$ cat src/rtl/dbridge_pkg.sv
// Shared types and constants for the M-stage data bus bridge.
package dbridge_pkg;

  typedef enum logic [1:0] {IDLE, REQ, WAIT, DONE} dbState_e;

  localparam logic [31:0] DBRIDGE_ERR_DATA = 32'hDEADBEEF;

endpackage

$ cat src/rtl/data_bus_bridge_if.sv
// SRAM-like request/acknowledge data bus between the bridge (master) and memory (slave).
interface data_bus_bridge_if;
  logic        bus_req;
  logic        bus_wr;
  logic [3:0]  bus_wstrb;
  logic [31:0] bus_addr;
  logic [31:0] bus_wdata;
  logic        bus_addr_ok;
  logic        bus_data_ok;
  logic [31:0] bus_rdata;

  modport master (
    output bus_req, bus_wr, bus_wstrb, bus_addr, bus_wdata,
    input  bus_addr_ok, bus_data_ok, bus_rdata
  );

  modport slave (
    input  bus_req, bus_wr, bus_wstrb, bus_addr, bus_wdata,
    output bus_addr_ok, bus_data_ok, bus_rdata
  );
endinterface

$ cat src/rtl/dbridge_watchdog.sv
// Transaction watchdog: counts enabled cycles since clear, flags the LIMIT-th one.
module dbridge_watchdog #(
  parameter int LIMIT = 255
) (
  input  logic clk,
  input  logic rst,
  input  logic clr,
  input  logic en,
  output logic expire
);
  localparam int CW = $clog2(LIMIT + 1);

  logic [CW-1:0] count;

  assign expire = en & (count == CW'(LIMIT - 1));

  always_ff @(posedge clk) begin
    if (rst || clr)        count <= '0;
    else if (en && !expire) count <= count + 1'b1;
  end
endmodule

$ cat src/rtl/data_bus_bridge.sv
// M-stage load/store to request/ack bus bridge; stalls the core until the access completes.
// Optional watchdog timeout enabled by defining DBRIDGE_TIMEOUT_EN.
module data_bus_bridge
  import dbridge_pkg::*;
#(
  parameter int TIMEOUT_CYCLES = 255
) (
  input  logic              clk,
  input  logic              rst,
  input  logic              memenM,
  input  logic              memwriteM,
  input  logic [3:0]        memsel,
  input  logic [31:0]       aluoutM,
  input  logic [31:0]       final_writedM,
  input  logic              stall_otherM,
  output logic [31:0]       readdataM,
  output logic              stall_memM,
  data_bus_bridge_if.master bus,
  output logic              bus_err
);
  dbState_e    state, stateNext;
  logic        validAcc, acceptData, timeoutHit;
  logic        wrQ;
  logic [3:0]  strbQ;
  logic [31:0] addrQ, wdataQ;

  if (TIMEOUT_CYCLES < 1) begin : gBadTimeout
    $error("TIMEOUT_CYCLES must be at least 1");
  end

  // Byte-less stores are dropped entirely: no bus traffic and no stall.
  assign validAcc   = memenM & ~(memwriteM & (memsel == 4'b0000));
  assign acceptData = ((state == REQ) & bus.bus_addr_ok & bus.bus_data_ok) |
                      ((state == WAIT) & bus.bus_data_ok);

`ifdef DBRIDGE_TIMEOUT_EN
  logic wdExpire, errQ;

  dbridge_watchdog #(.LIMIT(TIMEOUT_CYCLES)) uWatchdog (
    .clk    (clk),
    .rst    (rst),
    .clr    ((state == IDLE) && validAcc),
    .en     ((state == REQ) || (state == WAIT)),
    .expire (wdExpire)
  );

  // A completion landing on the expiry cycle wins over the timeout.
  assign timeoutHit = wdExpire & ~acceptData;

  always_ff @(posedge clk) begin
    if (rst) errQ <= 1'b0;
    else     errQ <= timeoutHit;
  end

  assign bus_err = errQ;
`else
  assign timeoutHit = 1'b0;
  assign bus_err    = 1'b0;
`endif

  always_ff @(posedge clk) begin
    if (rst) state <= IDLE;
    else     state <= stateNext;
  end

  always_comb begin
    stateNext  = state;
    stall_memM = 1'b0;
    unique case (state)
      IDLE: if (validAcc) begin
        stall_memM = 1'b1;
        stateNext  = REQ;
      end
      REQ: begin
        stall_memM = 1'b1;
        if (bus.bus_addr_ok & bus.bus_data_ok) stateNext = DONE;
        else if (timeoutHit)                   stateNext = DONE;
        else if (bus.bus_addr_ok)              stateNext = WAIT;
      end
      WAIT: begin
        stall_memM = 1'b1;
        if (bus.bus_data_ok | timeoutHit) stateNext = DONE;
      end
      DONE: if (!stall_otherM) stateNext = IDLE;
      default: stateNext = IDLE;
    endcase
  end

  // Request fields come from the latched copy so they stay stable while the core is held.
  always_ff @(posedge clk) begin
    if (rst) begin
      wrQ    <= 1'b0;
      strbQ  <= 4'b0000;
      addrQ  <= 32'h0;
      wdataQ <= 32'h0;
    end else if ((state == IDLE) && validAcc) begin
      wrQ    <= memwriteM;
      strbQ  <= memwriteM ? memsel : 4'b0000;
      addrQ  <= {aluoutM[31:2], 2'b00};
      wdataQ <= final_writedM;
    end
  end

  always_ff @(posedge clk) begin
    if (rst)                      readdataM <= 32'h0;
    else if (acceptData & ~wrQ)   readdataM <= bus.bus_rdata;
    else if (timeoutHit & ~wrQ)   readdataM <= DBRIDGE_ERR_DATA;
  end

  assign bus.bus_req   = (state == REQ);
  assign bus.bus_wr    = wrQ;
  assign bus.bus_wstrb = strbQ;
  assign bus.bus_addr  = addrQ;
  assign bus.bus_wdata = wdataQ;
endmodule

$ cat src/flat_wrapper.sv
// flat-port wrapper written by rule: the top's interface ports become plain ports
module data_bus_bridge_flat import dbridge_pkg::*;
#(
  parameter int TIMEOUT_CYCLES = 255
)
  (clk, rst, memenM, memwriteM, memsel, aluoutM, final_writedM, stall_otherM, readdataM, stall_memM, bus_err, bus_bus_req, bus_bus_wr, bus_bus_wstrb, bus_bus_addr, bus_bus_wdata, bus_bus_addr_ok, bus_bus_data_ok, bus_bus_rdata);
  data_bus_bridge_if bus_i ();
  input  logic clk;
  input  logic rst;
  input  logic memenM;
  input  logic memwriteM;
  input  logic [3:0] memsel;
  input  logic [31:0] aluoutM;
  input  logic [31:0] final_writedM;
  input  logic stall_otherM;
  output logic [31:0] readdataM;
  output logic stall_memM;
  output logic bus_err;
  output wire logic [$bits(bus_i.bus_req)-1:0] bus_bus_req;
  output wire logic [$bits(bus_i.bus_wr)-1:0] bus_bus_wr;
  output wire logic [$bits(bus_i.bus_wstrb)-1:0] bus_bus_wstrb;
  output wire logic [$bits(bus_i.bus_addr)-1:0] bus_bus_addr;
  output wire logic [$bits(bus_i.bus_wdata)-1:0] bus_bus_wdata;
  input wire logic [$bits(bus_i.bus_addr_ok)-1:0] bus_bus_addr_ok;
  input wire logic [$bits(bus_i.bus_data_ok)-1:0] bus_bus_data_ok;
  input wire logic [$bits(bus_i.bus_rdata)-1:0] bus_bus_rdata;
  assign bus_bus_req = bus_i.bus_req;
  assign bus_bus_wr = bus_i.bus_wr;
  assign bus_bus_wstrb = bus_i.bus_wstrb;
  assign bus_bus_addr = bus_i.bus_addr;
  assign bus_bus_wdata = bus_i.bus_wdata;
  assign bus_i.bus_addr_ok = bus_bus_addr_ok;
  assign bus_i.bus_data_ok = bus_bus_data_ok;
  assign bus_i.bus_rdata = bus_bus_rdata;
  data_bus_bridge #(.TIMEOUT_CYCLES(TIMEOUT_CYCLES)) u_core (.clk(clk), .rst(rst), .memenM(memenM), .memwriteM(memwriteM), .memsel(memsel), .aluoutM(aluoutM), .final_writedM(final_writedM), .stall_otherM(stall_otherM), .readdataM(readdataM), .stall_memM(stall_memM), .bus(bus_i), .bus_err(bus_err));
endmodule
$ cat config.mk
export PLATFORM = sky130hd
export DESIGN_NAME = data_bus_bridge_flat
export DESIGN_NICKNAME = d
export VERILOG_FILES = /design/src/rtl/dbridge_pkg.sv /design/src/rtl/data_bus_bridge_if.sv /design/src/rtl/dbridge_watchdog.sv /design/src/rtl/data_bus_bridge.sv /design/src/flat_wrapper.sv
export SDC_FILE = /design/constraint.sdc
export NUM_CORES = 1
export LEC_CHECK = 0
export BUFFER_PORTS_ARGS = -buffer_cell sky130_fd_sc_hd__buf_2
export CAP_MARGIN = 25
export CORE_MARGIN = 2
export CORE_UTILIZATION = 40
export CTS_BUF_LIST = sky130_fd_sc_hd__clkbuf_2
export DETAILED_ROUTE_END_ITERATION = 16
export PLACE_DENSITY_LB_ADDON = 0.15
export SETUP_SLACK_MARGIN = 0.3
export SYNTH_ARGS = -nofsm -noshare
export SYNTH_HDL_FRONTEND = slang
export SYNTH_SLANG_ARGS = --single-unit
export TNS_END_PERCENT = 10
$ cat constraint.sdc
create_clock -name clk -period 2.4 [get_ports clk]
set_clock_uncertainty 0.2 [all_clocks]
set_input_delay 0 -clock clk [delete_from_list [all_inputs] [get_ports clk]]
set_output_delay 0 -clock clk [all_outputs]
set_load 0.01 [all_outputs]
==> flow_summary.ini, run 1 <==
[clock_network]
postCtsHoldBufs = 155
post_cts.repair.setup_buffers = 0
post_cts_resized = 2
clockBufferDepth = 2
cts_root_buffer = clkbuf_2
cts_made_buffers = 9
clock-sinks = 101
htreeDepth = 3

[floorplan]
initial_core_util_pct = 41.7
pin_count = 211
die_h_um = 99.8
rows = 34
die_x_um = 99.8

[synthesis]
avgSynthCellArea_sq_um = 7.92
yosysWarnings = 0
synthDistinctLibCells = 23
ys_seq_area_share_pct = 55.0
synth_top_area_share_pct = 55.0
syn_area_sq_um = 3670
ys_seq_elements = 101
yosysTopAreaCell = dfxtp_1
yosys-top-cells-area = dfxtp_1 55%, nand2_1 20%, a21oi_1 14%
synth_cells = 464

[placement]
port_buffers = 205
postPlaceCellArea_sq_um = 4750
place_hpwl_mm = 6.99
gp_congestion = 0.763

[status]
status = aborted with a tool error
lastStage = 4_1_cts
stop_error = [ERROR RSZ-0060] Max buffer count reached.
-- synth_stat cells --
cell,number
o211a_1,1
nand2b_1,2
a21oi_1,102
o211ai_2,1
dfxtp_1,101
nand2_1,195
nor3_1,1
buf_4,3
o21ai_0,2
buf_6,3
o211ai_1,1
o311a_1,1
or3b_2,1
ha_1,6
nand3_1,5
clkbuf_1,21
or4b_1,1
o2111ai_1,1
buf_2,8
o41ai_1,1
conb_1,1
nor3b_1,1
inv_1,5
-- metrics by stage --
stage / std cells / setup slack, ps / utilization, %
floorplan: 466 / 410 / -
global placement: 751 / 326 / 53.9
detailed placement: 751 / 241 / 53.9
-- logic make-up after synthesis --
kind of cell             count (synthesis)  synth area share (%)
adder cells (fa/ha/maj)                  6                  2.04
buffers and inverters                   40                  5.28
flip-flops                             101                  55.0
AND/OR/NAND/NOR                        206                  21.8
AO/OA/AOI/OAI                          110                  15.7
other                                    1                 0.102
==> run 2: changes to the inputs <==
- CORE_UTILIZATION: 40 -> 25
- CTS_BUF_LIST: sky130_fd_sc_hd__clkbuf_2 -> not set
- SETUP_SLACK_MARGIN: 0.3 -> not set
==> flow_summary.ini, run 2 <==
[status]
status = finished clean

[floorplan]
pin_count = 211
die_h_um = 125
core_area_sq_um = 14400
initial_core_util_pct = 25.5
rows = 44
die_x_um = 125
dieArea_sq_um = 15700

[route]
ant_nets = 0
dr.first_iter.drc_count = 133
routed_wl_mm = 12.2
dr_total_vias = 4157
drc = 0
wl_per_cell_um = 12.5
firstDrtPassIters = 4
viasPerCell = 4.24

[synthesis]
ys_seq_area_share_pct = 55.0
avgSynthCellArea_sq_um = 7.92
synth-edff-count = 0
yosysTopAreaCell = dfxtp_1
yosysWarnings = 0
synthTopCellsByCount = 195 x nand2_1, 102 x a21oi_1, 101 x dfxtp_1
async_reset_ff_share_pct = 0
synth_cells = 464
synth_flop_cell = dfxtp_1
ys_seq_elements = 101
synthDistinctLibCells = 23
yosys.cell_count.top_type = nand2_1
synth_top_area_share_pct = 55.0
yosys-top-cells-area = dfxtp_1 55%, nand2_1 20%, a21oi_1 14%
syn_area_sq_um = 3670

[critical_path]
path_cells = inv_1 -> ha_2 -> o211ai_4 -> buf_12 -> nand2_1 -> a21oi_1 -> dlygate4sd3_1
critical_path_class = register to register
critPathCaptureType = register
rr_worst_depth = 7
rr_startpoint = u_core.state[1]
crit_start = u_core.state[1]
rrSetupSlack_ps = 150
crit_path_max_fanout = 54
crit_slowest_cell = dlygate4sd3_1
rr_endpoint = u_core.bus.bus_addr[15]
startpoint_type = register
arrival_ps = 2340
required_ps = 2490
slowest_delay_ps = 560

[timing]
finalMaxSlewViolations = 0
fmax_mhz = 444
min_period_ps = 2250
timing.final.crit_share_pct = 93.7
hold_viol = 0
slew_headroom_pct = 61.2
tightest_slew_ps = 582
setup_violations = 0
rsz0062_at_grt = no
tns_ps = 0

[clock_network]
clockBufferDepth = 2
clock-sinks = 101
cts_made_buffers = 9
htreeDepth = 3
cts_root_buffer = clkbuf_16
clk-insertion-delay-late_ps = 330
cts_tree = built
clk_pin_slew_ps = 70

[worst_hold_path]
hold_path_startpoint = memenM
min_to = u_core.bus.bus_wstrb[2]
hold_path.class = primary input to register
hold_depth = 5

[finish]
multiInputGateArea_sq_um = 1490
final_cell_mix = 204 x buf_2, 195 x nand2_1, 137 x dlygate4sd3_1
fin_util_pct = 45.7
fill_cells = 1448
drive_gt1_share_pct = 29.2
layout_commonest_cell = buf_2
syn_to_final_growth_pct = 79.5
antenna_cells = 0
nets = 905
final_cell_area_sq_um = 6600
regArea_sq_um = 2020

[placement]
gp_congestion = 0.695
postPlaceCellArea_sq_um = 4860
port_buffers = 205
place_hpwl_mm = 7.55

[global_routing]
grt_overflow = 0
grt_pass1_vias = 4180
grt_use_total_pct = 15.1
grt_pass1_wl_mm = 19.7
antenna_found_initial = 0
grt_max_degree = 55

[job]
cap_violations = 0

[power_and_ir_drop]
p_leak_nw = 3.06
peakVddDrop_mv = 0.350
cellPowerDensity_nw_per_um2 = 861
run 2: cell counts after synthesis:
Identical to the previous run, type by type.
run 2: cell families (layout without fill, tap and decap cells):
| kind of cell | count (synthesis) | after routing | share of synthesized area, % |
|---|---|---|---|
| AOI/OAI and AO/OA | 110 | 110 | 15.7 |
| adders and majority gates | 6 | 6 | 2.04 |
| buffers and inverters | 40 | 371 | 5.28 |
| DFF | 101 | 101 | 55.0 |
| other | 1 | 3 | 0.102 |
| and+or+nand+nor | 206 | 206 | 21.8 |
run 2: worst max-delay path, delay by kind of cell (launching register included):
family / cells / cell delay, ps
AO/OA/AOI/OAI: 2 / 270
AND/OR/NAND/NOR: 1 / 110
buffers and inverters: 3 / 960
flip-flops: 1 / 430
adder cells (fa/ha/maj): 1 / 220
run 2: layout make-up:
type	instances	area share (%)
Tap cell	184	3.49
Timing Repair Buffer	350	38.0
Clock inverter	4	1.06
Multi-Input combinational cell	325	22.6
Inverter	5	0.285
Sequential cell	101	30.7
Clock buffer	12	3.89
run 2: routing by layer:
layer | vias up | track usage, % | share of wire (%)
met1 | 1878 | 18.1 | 43
met2 | 125 | 26.2 | 49
met3 | 11 | 4.07 | 6.4
li1 | 2143 | - | -
met5 | - | 0 | 0
met4 | 0 | 5.29 | 1.3
run 2: worst max-delay path by stage:
| stage | slack [ps] | cells after the start | to |
|---|---|---|---|
| floorplan | 410 | 8 | u_core.readdataM[0] |
| global placement | 310 | 6 | u_core.readdataM[11] |
| detailed placement | 200 | 6 | u_core.readdataM[18] |
| CTS | 80 | 7 | u_core.bus.bus_wstrb[1] |
| global route | 30 | 7 | u_core.bus.bus_addr[13] |
| finish | 150 | 7 | u_core.bus.bus_addr[15] |
run 2: repair_timing:
item	4_1_cts	5_1_grt
hold buffers	137	0
setup endpoints to repair	0	24
setup buffers	0	0
hold endpoints to repair	101	0
resized for setup	0	4
run 2: metrics by stage:
step	setup WS [ps]	hold WS [ps]	instances	power [mW]
3_3_place_gp	306	40.3	827	3.76
3_5_place_dp	196	47.5	827	3.80
2_1_floorplan	410	-64.0	466	3.15
4_1_cts	79.1	39.0	980	5.69
5_1_grt	26.1	74.3	981	6.05
6_report	150	59.0	981	5.68
run 2: report_power, final:
part | switching [mW] | total, mW | internal [mW]
Combinational | 1.07 | 1.96 | 0.894
Clock | 0.620 | 1.59 | 0.968
Sequential | 0.154 | 2.13 | 1.97
Total | 1.84 | 5.68 | 3.83
Power figures use the tool's default switching activity.
